===== src/rtl/program_memory.sv =====
// 32 x 32-bit instruction store with a one-cycle registered read and an asynchronous active-low reset.
// Define PROG_MEM_LOAD_EN to hold the image in a writable register array with load ports.
module program_memory #(
    parameter int                ADDR_W    = 5,
    parameter int                DATA_W    = 32,
    parameter logic [DATA_W-1:0] HALT_WORD = 32'h0000_0055
) (
    input  logic              clk,
    input  logic              reset,
`ifdef PROG_MEM_LOAD_EN
    input  logic              ld_en,
    input  logic [ADDR_W-1:0] ld_addr,
    input  logic [DATA_W-1:0] ld_data,
`endif
    input  logic [ADDR_W-1:0] prog_addr,
    output logic [DATA_W-1:0] instruction
);

    localparam int DEPTH = 2 ** ADDR_W;

    // Boot image; every address outside the program returns HALT_WORD.
    function automatic logic [DATA_W-1:0] rom_image(input logic [ADDR_W-1:0] addr);
        logic [DATA_W-1:0] word;
        case (addr)
            ADDR_W'(0): word = DATA_W'(32'h0000_147F);
            ADDR_W'(1): word = DATA_W'(32'h0000_44FF);
            ADDR_W'(2): word = DATA_W'(32'h0000_0000);
            ADDR_W'(3): word = DATA_W'(32'h0094_00B3);
            ADDR_W'(4): word = DATA_W'(32'h4094_0133);
            ADDR_W'(5): word = DATA_W'(32'h0094_61B3);
            ADDR_W'(6): word = DATA_W'(32'h0094_7233);
            ADDR_W'(7): word = DATA_W'(32'h0094_42B3);
            ADDR_W'(8): word = DATA_W'(32'h0000_0055);
            ADDR_W'(9): word = DATA_W'(32'h0000_0055);
            default:    word = HALT_WORD;
        endcase
        return word;
    endfunction

`ifdef PROG_MEM_LOAD_EN
    logic [DATA_W-1:0] mem_reg [DEPTH];

    // Reset restores the boot image; loads are blocked while reset is held.
    always_ff @(posedge clk or negedge reset) begin
        if (!reset) begin
            for (int i = 0; i < DEPTH; i++) begin
                mem_reg[i] <= rom_image(ADDR_W'(i));
            end
        end else if (ld_en) begin
            mem_reg[ld_addr] <= ld_data;
        end
    end

    // Reads sample the array before this edge's write lands, giving read-before-write.
    always_ff @(posedge clk or negedge reset) begin
        if (!reset) begin
            instruction <= '0;
        end else begin
            instruction <= mem_reg[prog_addr];
        end
    end
`else
    always_ff @(posedge clk or negedge reset) begin
        if (!reset) begin
            instruction <= '0;
        end else begin
            instruction <= rom_image(prog_addr);
        end
    end
`endif

endmodule


===== config.mk =====
export PLATFORM = sky130hd
export DESIGN_NAME = program_memory
export DESIGN_NICKNAME = d
export VERILOG_FILES = /design/src/rtl/program_memory.sv
export SDC_FILE = /design/constraint.sdc
export NUM_CORES = 1
export LEC_CHECK = 0
export ABC_AREA = 1
export BUFFER_PORTS_ARGS = -buffer_cell sky130_fd_sc_hd__buf_2
export CAP_MARGIN = 20
export CORE_UTILIZATION = 44
export DETAILED_ROUTE_END_ITERATION = 8
export GPL_TIMING_DRIVEN = 0
export PLACE_DENSITY = 0.79
export SLEW_MARGIN = 20
export SYNTH_ARGS = -nofsm -noshare
export SYNTH_HDL_FRONTEND = slang
export SYNTH_SLANG_ARGS = --single-unit

===== constraint.sdc =====
create_clock -name clk -period 1 [get_ports clk]
set_clock_uncertainty 0.05 [all_clocks]
set_input_delay 0.2 -clock clk [delete_from_list [all_inputs] [get_ports clk]]
set_output_delay 0.2 -clock clk [all_outputs]
set_load 0.01 [all_outputs]

Yosys cells after proc, flatten, opt, wreduce, memory -nomap -nowiden
Memories as Yosys holds them, arrays and structs flattened.
Index checks and enable logic that the tools add are counted.

word-level totals
  output and inout bits = 32
  bits in read-only memories = 288
  bits of input ports = 7
  word-level logic and storage cells = 3
  memories = 1
  register bits = 32

memory list
  memory           words  bits a word  rd ports  clocked after Yosys merged registers in  write ports  line  RTL
  (no name shown)  16     18           1         0                                        0            24    case (addr)

operators by class
  multiplexer cells = 1

operator list
  operator           count
  2-to-1 mux 32 bit  1

Depth between registers and ports, before layout
An unclocked memory read counts as a cell.

  depth in word-level cells = 2
  depth in mapped cells = 6
  depth with buffers taken out = 6

Least setup slack after synthesis
Ideal clock, no wire load.

  kind = register to output
  start point = register instruction[23] (netlist name)
  end point = output instruction[20]
  path buffers = 1
  slack = 0.197 ns
  arrival = 0.553 ns
  data required time = 0.750 ns
  stages on the path, launching flop included = 2
  path through = dfrtp_1 buf_4

RTL lines
  item       line  RTL
  to (decl)  16    output logic [DATA_W-1:0] instruction

==> results by group <==
Run status
  – Failing checks: negative setup slack
  – Status: finished with violations

Global route
  – Global route total overflow: 0
  – Pin count of the biggest net entering global routing: 13
  – Initial antenna violation count: 0
  – Total GRT Usage: 12.8%
  – Vias in the first global route: around 360
  – First-pass GRT wire length: 1300 µm

Clock network
  – Max Root-Sink Buffers: 2
  – CTS buffer count: 3
  – CTS sink cnt: 12
  – CTS tree: yes
  – Worst-path clk slew: 0.07 ns
  – Setup bufs post-CTS: 0
  – # H-tree levels: 1
  – Root Buffer: clkbuf_4

Power and ir drop
  – P per Cell Area: about 1200 nW/µm²
  – Total net switching power: between 0.2 and 0.3 mW
  – Tot Pwr: ~1.1 mW
  – Sw Share: a little under a quarter
  – Static Leak: about 0.56 nW
  – Logic gate share of total power: a little under 20%
  – Sequential share of power: 46.6%
  – Clock power frac: 33.6%
  – Int Power: 0.834 mW
  – Worst vdd rail ir drop: approximately 0.63 mV

Synth
  – Yosys reg bits: 12
  – Yosys top cell area share: 47.8%
  – Sequential area share after synthesis: a little under half
  – Synth area leaders: dfrtp_1 (48%), buf_4 (24%), nor2_1 (7.8%)
  – Mean Syn Cell Area: 9.24 µm²
  – Post-synthesis instance area: about 630 µm²
  – Unique masters post-synth: 11
  – Cells after Synth: slightly below 70
  – Synthesis Warnings: 0
  – Area leader, netlist: dfrtp_1

Detailed routing
  – Per-cell routed wire length: 7.46 µm
  – Routed vias: between 400 and 500
  – DRC: 0
  – Wirelength, routed: ~900 µm
  – Via/cell ratio: 3.98
  – First-pass iteration count of the detailed router: 4
  – Drt first-iter violations: 6
  – Antenna-violating nets left: 0

Layout
  – Storage cell area: roughly 300 µm²
  – Filler cell count: approximately 110
  – Final Cell Area: around 920 µm²
  – Multi-input combinational cell area: around 190 µm²
  – Biggest register: instruction
  – Area delta synth->final: 45.8%
  – Final Util: a little under 70%
  – Max reg flops: 12
  – Regs by FF count: instruction: 12 flops
  – Commonest non-fill, non-tap cells in the layout: buf_4 (16), buf_2 (16), conb_1 (14), nor2_1 (13)
  – Final net count: 120
  – # diodes: 0
  – Share of layout cells above drive strength 1: between 40 and 50%

Floorplan
  – Starting Density: a little under half
  – DIE HEIGHT: slightly below 40 µm
  – Horiz. Die Dim: 39.8 µm
  – Die area: between 1500 and 2000 µm²
  – Area of the core: approximately 1300 µm²
  – Top Ports: 39
  – Rows: 13

Timing
  – Final worst setup slack: -0.160 ns
  – Final Critical Period: about 1.2 ns
  – RSZ-0062 raised after global routing: yes
  – Final hold vios: 0
  – Final Max Slew Viols: 0
  – Final Cycle Share: 116%
  – Setup violators final: 16
  – Fmax: approximately 0.86 GHz

Setup path
  – CP Data Arrival Time: 0.91 ns
  – Worst path slowest cell: dfrtp_1
  – WP data required: approximately 0.75 ns
  – CP max FO: 3
  – Worst setup path endpoint: instruction[20]
  – Max stage delay on crit path: around 0.4 ns
  – Worst setup SP type: flip-flop
  – Nature of the critical path endpoint: output pin
  – CP Class: reg -> out
  – Critical path startpoint: instruction[23]
  – CP cell instances: buf_4 -> buf_6

Worst hold path
  – Type of the worst min-delay path: in -> reg

Placed design
  – Dpl cell area: around 810 µm²
  – PortBufs: 23
  – Placement Setup Slack: between 0.02 and 0.03 ns
  – Routability congestion estimate: 0.765
  – DP Wirelength: between 700 and 800 µm

Flow run
  – Maxcap violations: 0
-- area by class of cell --
class	instances	share of cell area, %
Buffer	21	19.3
Clock buffer	4	3.96
Inverter	6	2.46
Multi-Input combinational cell	42	21.0
Sequential cell	12	32.8
Tap cell	15	2.05
Timing Repair Buffer	24	18.4
-- critical path, delay by kind of cell (launching register included) --
family                 cells  cell delay [ns]
buffers and inverters      2             0.25
flip-flops                 1             0.40
-- metrics by stage --
step / std cells / setup TNS, ns / hold slack (ns)
2_1_floorplan: 81 / 0 / -0.146
3_3_place_gp: 119 / 0 / 0.0235
3_5_place_dp: 119 / 0 / 0.0287
4_1_cts: 124 / -1.07 / 0.0870
5_1_grt: 124 / -1.51 / 0.0827
6_report: 124 / -1.10 / 0.0846
-- synthesized netlist by cell type, drive strengths merged --
library cell and instances:
buf 21, conb 1, ha 3, inv 6, nand2 10, dfrtp 12, nand3 1, nor2 14
-- worst min-delay path by stage --
stage | from | slack (ns) | endpoint | depth (start not counted)
after floorplan | reset | -0.15 | instruction[10] | 0
after global placement | reset | 0.02 | instruction[30] | 1
final | prog_addr[1] | 0.08 | instruction[8] | 2
after CTS | prog_addr[1] | 0.09 | instruction[8] | 2
after global routing | prog_addr[1] | 0.08 | instruction[8] | 2
after detailed placement | reset | 0.03 | instruction[30] | 1
-- routing by layer --
metal  GRT usage, %  share of wire (%)  wire [µm]
met1           12.1                 34        314
met2           23.8                 51        473
met3           1.70                 12        107
met4           10.3                3.1         29
met5              0                  0          0
-- cell families after synthesis --
kind of cell | synth area share (%)
simple gates | 16.3
buf+inv | 29.3
fa+ha+maj | 5.98
flops | 47.8
other cells | 0.597
-- power groups by stage --
stage | clock network [mW] | logic (mW) | registers [mW]
3_3_place_gp | 0 | 0.189 | 0.516
3_5_place_dp | 0 | 0.192 | 0.517
2_1_floorplan | 0 | 0.126 | 0.527
4_1_cts | 0.367 | 0.212 | 0.509
5_1_grt | 0.389 | 0.242 | 0.511
6_report | 0.368 | 0.217 | 0.509
-- repair_timing --
item	in CTS	in global routing
resized for setup	10	1
hold endpoints to repair	12	0
hold buffers	1	0
setup endpoints to repair	16	18
(Power assumes the default switching activity.)
